**config.mk**
```make
export PLATFORM = sky130hd
export DESIGN_NAME = victim_way_sel_flat
export DESIGN_NICKNAME = d
export VERILOG_FILES = /design/src/rtl/victim_way_sel_if.sv /design/src/rtl/victim_way_sel.sv /design/src/flat_wrapper.sv
export SDC_FILE = /design/constraint.sdc
export NUM_CORES = 1
export LEC_CHECK = 0
export ABC_AREA = 0
export ABC_CLOCK_PERIOD_IN_PS = 8600
export BUFFER_PORTS_ARGS = -buffer_cell sky130_fd_sc_hd__buf_4
export CORE_MARGIN = 4
export CORE_UTILIZATION = 60
export CTS_CLUSTER_DIAMETER = 150
export CTS_CLUSTER_SIZE = 24
export DETAILED_ROUTE_END_ITERATION = 10
export PLACE_DENSITY = 0.88
export SKIP_LAST_GASP = 1
export SLEW_MARGIN = 20
export SYNTH_ARGS = -nofsm -noshare
export SYNTH_HDL_FRONTEND = slang
export SYNTH_SLANG_ARGS = --single-unit
```
**constraint.sdc**
```tcl
create_clock -name clk -period 8.6 [get_ports clk]
set_input_delay 0.43 -clock clk [delete_from_list [all_inputs] [get_ports clk]]
set_output_delay 0.43 -clock clk [all_outputs]
set_load 0.03 [all_outputs]
```
**src/rtl/victim_way_sel_if.sv**
```systemverilog
// Lookup/refill/response bundle for the victim way selector.
// The cache pipeline drives through the master side; victim_way_sel takes the slave side.
interface victim_way_sel_if #(
  parameter int WAY_BITS = 3,
  parameter int IDX_BITS = 6
);
  localparam int WAY_NUM = 1 << WAY_BITS;

  logic                req_valid;
  logic [IDX_BITS-1:0] req_index;
  logic [WAY_NUM-1:0]  req_way_valid;
  logic                fill_valid;
  logic [IDX_BITS-1:0] fill_index;
  logic [WAY_BITS-1:0] fill_way_id;
  logic                resp_valid;
  logic [WAY_BITS-1:0] resp_way_id;
  logic [WAY_NUM-1:0]  resp_way_oh;

  modport master (
    output req_valid, req_index, req_way_valid, fill_valid, fill_index, fill_way_id,
    input  resp_valid, resp_way_id, resp_way_oh
  );

  modport slave (
    input  req_valid, req_index, req_way_valid, fill_valid, fill_index, fill_way_id,
    output resp_valid, resp_way_id, resp_way_oh
  );
endinterface

```
**src/rtl/victim_way_sel.sv**
```systemverilog
// Victim way selection: lowest invalid way first, otherwise the per-set round-robin
// pointer. The result is registered, so the response arrives one cycle after the request.
module victim_way_sel #(
  parameter int WAY_BITS = 3,
  parameter int IDX_BITS = 6
) (
  input logic             clk,
  input logic             rst,
  victim_way_sel_if.slave bus
);
  localparam int WAY_NUM = 1 << WAY_BITS;
  localparam int SET_NUM = 1 << IDX_BITS;

  logic [SET_NUM-1:0][WAY_BITS-1:0] ptr_q, ptr_d;
  logic                             resp_vld_q, resp_vld_d;
  logic [WAY_BITS-1:0]              resp_id_q, resp_id_d;
  logic [WAY_NUM-1:0]               resp_oh_q, resp_oh_d;

  logic [WAY_BITS-1:0] fill_cur, fill_nxt, eff_ptr, inv_id, victim;
  logic                fill_adv, any_inv;

  // The pointer advances only when the refill lands on the way it points at;
  // a refill into an invalid way leaves the pointer where it is.
  always_comb begin
    fill_cur = ptr_q[bus.fill_index];
    fill_adv = bus.fill_valid && (bus.fill_way_id == fill_cur);
    fill_nxt = fill_adv ? fill_cur + 1'b1 : fill_cur;
    ptr_d    = ptr_q;
    if (fill_adv) ptr_d[bus.fill_index] = fill_nxt;
  end

  // A refill to the queried set in the same cycle is forwarded to the query.
  always_comb begin
    if (bus.fill_valid && (bus.fill_index == bus.req_index)) eff_ptr = fill_nxt;
    else                                                     eff_ptr = ptr_q[bus.req_index];
  end

  always_comb begin
    any_inv = ~&bus.req_way_valid;
    inv_id  = '0;
    for (int i = WAY_NUM - 1; i >= 0; i--) begin
      if (!bus.req_way_valid[i]) inv_id = WAY_BITS'(i);
    end
    victim = any_inv ? inv_id : eff_ptr;
  end

  always_comb begin
    resp_vld_d = bus.req_valid;
    resp_id_d  = resp_id_q;
    resp_oh_d  = resp_oh_q;
    if (bus.req_valid) begin
      resp_id_d = victim;
      resp_oh_d = WAY_NUM'(1) << victim;
    end
  end

  always_ff @(posedge clk) begin
    if (rst) begin
      ptr_q      <= '0;
      resp_vld_q <= 1'b0;
      resp_id_q  <= '0;
      resp_oh_q  <= WAY_NUM'(1);
    end else begin
      ptr_q      <= ptr_d;
      resp_vld_q <= resp_vld_d;
      resp_id_q  <= resp_id_d;
      resp_oh_q  <= resp_oh_d;
    end
  end

  assign bus.resp_valid  = resp_vld_q;
  assign bus.resp_way_id = resp_id_q;
  assign bus.resp_way_oh = resp_oh_q;
endmodule

```
**src/flat_wrapper.sv**
```systemverilog
// flat-port wrapper written by rule: the top's interface ports become plain ports
module victim_way_sel_flat 
#(
  parameter int WAY_BITS = 3,
  parameter int IDX_BITS = 6
)
  (clk, rst, bus_req_valid, bus_req_index, bus_req_way_valid, bus_fill_valid, bus_fill_index, bus_fill_way_id, bus_resp_valid, bus_resp_way_id, bus_resp_way_oh);
  victim_way_sel_if #(.WAY_BITS(WAY_BITS), .IDX_BITS(IDX_BITS)) bus_i ();
  input logic clk;
  input logic rst;
  input wire logic [$bits(bus_i.req_valid)-1:0] bus_req_valid;
  input wire logic [$bits(bus_i.req_index)-1:0] bus_req_index;
  input wire logic [$bits(bus_i.req_way_valid)-1:0] bus_req_way_valid;
  input wire logic [$bits(bus_i.fill_valid)-1:0] bus_fill_valid;
  input wire logic [$bits(bus_i.fill_index)-1:0] bus_fill_index;
  input wire logic [$bits(bus_i.fill_way_id)-1:0] bus_fill_way_id;
  output wire logic [$bits(bus_i.resp_valid)-1:0] bus_resp_valid;
  output wire logic [$bits(bus_i.resp_way_id)-1:0] bus_resp_way_id;
  output wire logic [$bits(bus_i.resp_way_oh)-1:0] bus_resp_way_oh;
  assign bus_i.req_valid = bus_req_valid;
  assign bus_i.req_index = bus_req_index;
  assign bus_i.req_way_valid = bus_req_way_valid;
  assign bus_i.fill_valid = bus_fill_valid;
  assign bus_i.fill_index = bus_fill_index;
  assign bus_i.fill_way_id = bus_fill_way_id;
  assign bus_resp_valid = bus_i.resp_valid;
  assign bus_resp_way_id = bus_i.resp_way_id;
  assign bus_resp_way_oh = bus_i.resp_way_oh;
  victim_way_sel #(.WAY_BITS(WAY_BITS), .IDX_BITS(IDX_BITS)) u_core (.clk(clk), .rst(rst), .bus(bus_i));
endmodule
```
==> results.md, run 1 <==
- Combinational Power Share: 12.6%
- Hpwl dp: 20.81 mm
- CP endpoint kind: flop
- Maximum number of pins on one net before global-route repair: 104
- CTS buffer count: 12
- Cells after synthesis: 1090
- TritonRoute pass-1 iters: 6
- Multiplexer share of the synthesized area: 33.19%
- Core Area: 18830 um^2
- Post-synth top flop: dfxtp_1
- Crit path from: bus_fill_index[2]
- F_max: 0.2041 GHz
- Final clock skew: about 0.022 ns
- H-tree Lvls: 1
- Async SR Flop Fraction: 0%
- Via density: between 7 and 8
- CP Max Fanout: between 60 and 70
- Crit path max-delay family: buffers and inverters
- Share of layout cells above drive strength 1: around 19%
- Die footprint: 21520 um^2
- Hold_sp: bus_req_valid
- P per Cell Area: 146.1 nW/um^2
- Dpl ws: 3.286 ns
- Tcrit/Tclk final: a little under three fifths
- Post-Syn Nets: 1118
- Power Internal: 1.282 mW
- Total Routed Length: 32.63 mm
- Synth Area per Inst: 10.59 um^2
- CTS sink cnt: 204
- CTS tree: built
- Post-synth EDFFs: 0
- Synthesis Warnings: 0
- DRC Markers: 0
- Core Util, Final: 64.45%
- Worst-Margin Slew: around 1.1 ns
- Placed Area: ~12000 um^2
- Total power: about 1.8 mW
- Antenna violations before repair: 0
- Clock slew at reported path FFs: 0.09 ns
- RSZ-0062 raised after global routing: no
- Post-synthesis simple-gate area fraction: 17.00%
- CP Launch Type: input port
- Max-slew violations: 0
- #FFs+latches synth: between 200 and 250
- CP cell instances: buf_4, nor2_1, a221oi_1, o22ai_1, a22o_1, nor4_4, buf_4, inv_1, ha_2, and4_4, nor2_4, buf_4, mux2i_1, nor2_1
- Yosys cell types: 75
- Pleak: a little under 5 nW
- Switching portion of total power: 27.73%
- CP peak stage delay: 0.68 ns
- Die Wd: 146.7 um
- Final setup TNS: 0 ns
- Status: complete, no violations
- Max-cap viol count: 0
- R2r worst-path depth: 12
- Tot GR Track Use: 29.76%
- Xor-xnor portion of the synthesized cell area: 0.6720%
- # resized after CTS: 0
- Net load switching power: 491.7 uW
- Clock power frac: 33.9%
- IO Pins: 39
- Data required, critical path: about 9 ns
- Hold Path Cell Cnt: 2
- GRT overflow: 0
- WL/cell: 24.83 um
- Final worst setup slack: 3.700 ns
- CP Class: input port to flop
- GPL Wtd Cong: a little over 0.9
- Largest family of logic cells by synthesized area: multiplexers
- Starting Density: roughly three fifths
- Post-CTS Setup Inserts: 0
- Crit path buf inv count: 4
- Relative slew margins: 27.73%
- Buffers on Ports: 38
- Reg2reg setup slack: 4.51 ns
- Sequential area share after synthesis: 35.38%
- Post-route cell area: 12140 um^2
- Number of global-route vias before repair: 8988
- Crit path top cell by count: buf_4
- Leading cell type in the layout, fill and taps excluded: mux2i_1
- Top-area cell type share of the netlist area: 35.38%
- CTS max path bufs: 3
- Cts-stage hold buffer count: 0
- Fin crit period: 4.900 ns
- Die Y: 146.7 um
- Compound-gate portion of the synthesized area: 9.061%
- Final Hold Violating Endpoints: 0
- Root Buffer: clkbuf_16
- Slowest stage cell, crit path: buf_4
- Iteration-0 DRC Markers: ~1600
- Dominant cell type by area after synthesis: dfxtp_1
- Row count: 50
- Worst hold path class: input port to flop
- Post-synthesis adder-cell area fraction: 0.1084%
- Commonest cells after routing, fill and taps aside: 216 x mux2i_1, 204 x dfxtp_1, 201 x nor2_1
- Clk_lat worst skew: approximately 0.49 ns
- Maximum vdd drop: 0.0001382 V
- Register share of total power: 53.5%
- Finish-stage setup viols: 0
- Antenna cells: 0
- Reg2reg start: u_core.ptr_q[189]
- Worst hold path endpoint: u_core.bus.resp_way_id[0]
- Via Count: roughly 9400
- Layout Nets: between 1000 and 1500
- First-pass GRT wire length: 51.36 mm
- Top post-synthesis cells by area: dfxtp_1 35%, mux2i_1 19%, mux4_2 14%
- Critical Path AT: 5.31 ns
- Post-Synthesis Cell Area: 11540 um^2
- R2R Path End: u_core.ptr_q[152]
- Area delta synth->final: 5.127%
- Post-route ant nets: 0
cell families (layout without fill, tap and decap cells):
logic type | after synthesis | count (layout)
and+or+nand+nor | 352 | 352
muxes | 291 | 291
DFF | 204 | 204
AOI/OAI and AO/OA | 123 | 123
buffers and inverters | 111 | 75
xor gates and xnor gates | 8 | 8
adders and majority gates | 1 | 1
power groups by stage:
stage                     logic (mW)  clock network, mW  registers [mW]
after floorplan                0.154                  0           0.973
after global placement         0.211                  0           0.970
after detailed placement       0.215                  0           0.970
after CTS                      0.216              0.607           0.948
after global routing           0.233              0.641           0.949
final                          0.224              0.602           0.948
sequential cells by signal (all words and copies together) (netlist names):
| register | flops |
|---|---|
| u_core.ptr_q | 192 |
| u_core.bus.resp_way_oh | 8 |
| u_core.bus.resp_way_id | 3 |
| u_core.bus.resp_valid | 1 |
worst reg2reg max path, cell delays in order, from the launching register on:
cell	delay, ns
dfxtp_1	0.35
a221oi_1	0.34
o22ai_1	0.18
a22o_1	0.32
nor4_4	0.37
buf_4	0.68
inv_1	0.23
ha_2	0.26
and4_4	0.19
nor2_4	0.07
buf_4	0.61
mux2i_1	0.24
nor2_1	0.16
synth_stat cells (3+ instances only):
master    count
nand4_1       3
buf_2        31
nand2b_1      5
nor3_4       30
a21oi_1       5
xor2_1        3
a221oi_1     31
buf_1         9
o41ai_2       3
buf_6         6
a32oi_1       3
a22o_1        7
nor2b_1       6
and2_1        5
a22oi_1      18
o221ai_1      3
o32ai_1       5
o22ai_1      18
dfxtp_1     204
nor2_1      202
nand3_1      43
o21ai_0       4
inv_1         7
xnor2_1       4
o22a_1        5
buf_4         8
nand2_1      28
or2_2         4
mux2i_1     216
mux4_2       73
clkbuf_1     47
how the worst max path moves through the flow:
stage / depth (start not counted) / to
final: 14 / u_core.ptr_q[152]
after global routing: 14 / u_core.ptr_q[116]
after CTS: 11 / u_core.ptr_q[26]
after detailed placement: 11 / u_core.ptr_q[26]
after global placement: 11 / u_core.ptr_q[4]
after floorplan: 13 / u_core.ptr_q[48]
per-stage QoR:
stage,cells,hold WS [ns]
5_1_grt,1314,0.1836
3_5_place_dp,1299,0.4713
3_3_place_gp,1299,0.4478
6_report,1314,0.1775
2_1_floorplan,1090,0.4717
4_1_cts,1313,0.1733
area by class of cell:
| cell class | instances | area (um^2) |
|---|---|---|
| multi-input cells | 775 | 6940 |
| fillers | 1453 | 6695 |
| flip-flops and latches | 204 | 4084 |
| repair buffers | 51 | 406.6 |
| clock buffers | 13 | 325.3 |
| well taps | 260 | 325.3 |
| inverters | 10 | 37.54 |
| clock inverters | 1 | 16.27 |
per-layer routing:
layer / wire length, um / vias up / track usage (%)
met5: 0 / - / 0
met4: 1846 / 0 / 13.73
met3: 4164 / 171 / 8.421
met2: 14320 / 728 / 44.80
met1: 12310 / 4491 / 40.00
li1: - / 3964 / -
Power figures use the tool's default switching activity.
==> run 2, diff against run 1 <==
- ABC_CLOCK_PERIOD_IN_PS: 8600 -> 4500
- CORE_UTILIZATION: 60 -> 57
- clock period: 8.6 -> 4.5 ns (I/O delays scaled with it)
==> run 2 against run 1 <==
  * Setup slack worse by 3.1 ns
  * Register-to-register slack worse by 3.7 ns
  * Clock power up 93%
  * Total power up 92%
  * Die area up 5.0%
  * Flip-flop and latch count unchanged
  * Hold slack better by 0.023 ns
  * Global-route usage down 0.64 points
  * Sequential power up 91%
  * Core utilization down 2.3 points
  * Combinational power up 95%
  * Critical endpoint is now u_core.ptr_q[95]
  * Highest routed layer unchanged
==> results.md, run 2 (synthesized netlist as in run 1, its figures left out) <==
- Via density: ~7
- Crit path max-delay family: simple AND/OR/NAND/NOR gates
- Register share of total power: 53.2%
- Antenna violations before repair: 0
- CP endpoint kind: flop
- Reg with most FFs: u_core.ptr_q
- First-pass GRT wire length: 52.05 mm
- Relative slew margins: around a third
- Clock slew at reported path FFs: roughly 0.10 ns
- CP Launch Type: input port
- Flip-flop count of the largest register after layout: 192
- Leading cell type in the layout, fill and taps excluded: mux2i_1
- Fin crit period: 3.890 ns
- Area delta synth->final: 6.102%
- Crit path top cell by count: buf_4
- Dpl ws: 0.3796 ns
- Die footprint: 22590 um^2
- Post-route cell area: around 12000 um^2
- Crit path buf inv count: 3
- Clock power frac: 34.0%
- Final setup TNS: 0 ns
- WL/cell: 24.93 um
- GPL Wtd Cong: ~1.1
- Final worst setup slack: a little over 0.6 ns
- CP peak stage delay: roughly 0.83 ns
- Via Count: 9521
- CTS sink cnt: between 200 and 250
- Tcrit/Tclk final: 86.45%
- Switching portion of total power: 27.82%
- TritonRoute pass-1 iters: 7
- Die Y: approximately 150 um
- Share of layout cells above drive strength 1: 19.83%
- Buffers on Ports: 38
- CP cell instances: buf_4, nor2b_2, buf_4, a221oi_1, o22a_1, o22ai_1, nor4_4, mux2i_2, a31oi_4, nor2_4, buf_4, mux2i_1, nor2_1
- Row count: 51
- Layout Nets: ~1100
- DRC Markers: 0
- Status: complete, no violations
- Data required, critical path: 4.90 ns
- Slowest stage cell, crit path: nor2b_2
- Root Buffer: clkbuf_16
- Multi-input logic area: slightly below 7000 um^2
- Register area: around 4000 um^2
- Maximum vdd drop: 0.0003488 V
- CTS buffer count: 12
- RSZ-0062 raised after global routing: no
- Pleak: 4.989 nW
- Filler instances: 1515
- Die Wd: around 150 um
- Max-slew violations: 0
- Tot GR Track Use: 29.12%
- Core Area: 19720 um^2
- P per Cell Area: 278.2 nW/um^2
- CTS tree: built
- Number of global-route vias before repair: ~9200
- # resized after CTS: 0
- Finish-stage setup viols: 0
- CTS max path bufs: 3
- Layout Cells excl Fill: 1329
- Clk_lat worst skew: between 0.4 and 0.5 ns
- Critical Path AT: 4.29 ns
- Hpwl dp: 21.82 mm
- Core Util, Final: slightly above 60%
- Total Routed Length: 33.13 mm
- Worst hold path class: input port to flop
- IO Pins: 39
- Final Hold Violating Endpoints: 0
- GRT overflow: 0
- Starting Density: 58.54%
- CP Class: input port to flop
- Maximum number of pins on one net before global-route repair: roughly 140
- Total power: 3.407 mW
- Antenna cells: 0
- Max-cap viol count: 0
- Combinational Power Share: 12.8%
- Net load switching power: 947.6 uW
- Placed Cells: about 1300
- Placed Area: between 10000 and 15000 um^2
- Post-route ant nets: 0
- F_max: 0.2570 GHz
- Commonest cells after routing, fill and taps aside: 216 x mux2i_1, 204 x dfxtp_1, 201 x nor2_1
- WHS: 0.2009 ns
- Power Internal: approximately 2.5 mW
- Iteration-0 DRC Markers: between 1500 and 2000
- H-tree Lvls: 1
- Final clock skew: 0.02479 ns
- Worst-Margin Slew: 1.021 ns
- CP Max Fanout: 64
- Post-CTS Setup Inserts: 0
==> run 2: cell count changes in the layout (fill, tap and decap cells not counted), sizes merged <==
| cell | change |
|---|---|
| dlygate4sd3 | +1 |
| buf | +9 |
==> run 2: worst paths after layout <==
| path | slack [ns] | depth (start not counted) | endpoint | from |
|---|---|---|---|---|
| worst min-delay path | 0.20 | 4 | u_core.bus.resp_way_oh[0] | bus_req_way_valid[1] |
| worst max-delay path | 0.61 | 13 | u_core.ptr_q[95] | bus_fill_index[1] |
| worst min register to register | 0.47 | 2 | u_core.bus.resp_way_id[2] | u_core.bus.resp_way_id[2] |
| worst max register to register | 0.85 | 10 | u_core.ptr_q[95] | u_core.ptr_q[139] |
==> run 2: area by class of cell <==
cell class	count	area share (%)
tap	265	2.707
clock inverter	1	0.1328
sequential	204	33.34
multi-input combinational	775	56.66
inverter	10	0.3065
timing repair buffer	61	4.199
clock buffer	13	2.656
==> run 2: what timing repair did <==
item                                    in CTS  in global routing
endpoints found under the hold margin        2                  0
hold buffers                                 1                  0
endpoints found under the setup margin       0                  0
==> run 2: per-layer routing <==
layer  up-vias  routed length, um  GRT usage [%]
li1       3992                  -              -
met4         0               2052          14.14
met3       203               4483          9.181
met5         -                  0         0.2273
met1      4548              12210          38.24
met2       778              14380          43.66
==> run 2: worst min-delay path: stages <==
cell and delay (ns):
buf_4 0.09, a32oi_1 0.11, o31ai_2 0.13, o41ai_1 0.09
==> run 2: power groups by stage <==
stage	clock [mW]	sequential, mW	combinational, mW
6_report	1.16	1.81	0.436
5_1_grt	1.21	1.81	0.454
4_1_cts	1.15	1.81	0.423
3_5_place_dp	0	1.85	0.419
3_3_place_gp	0	1.85	0.413
2_1_floorplan	0	1.86	0.295
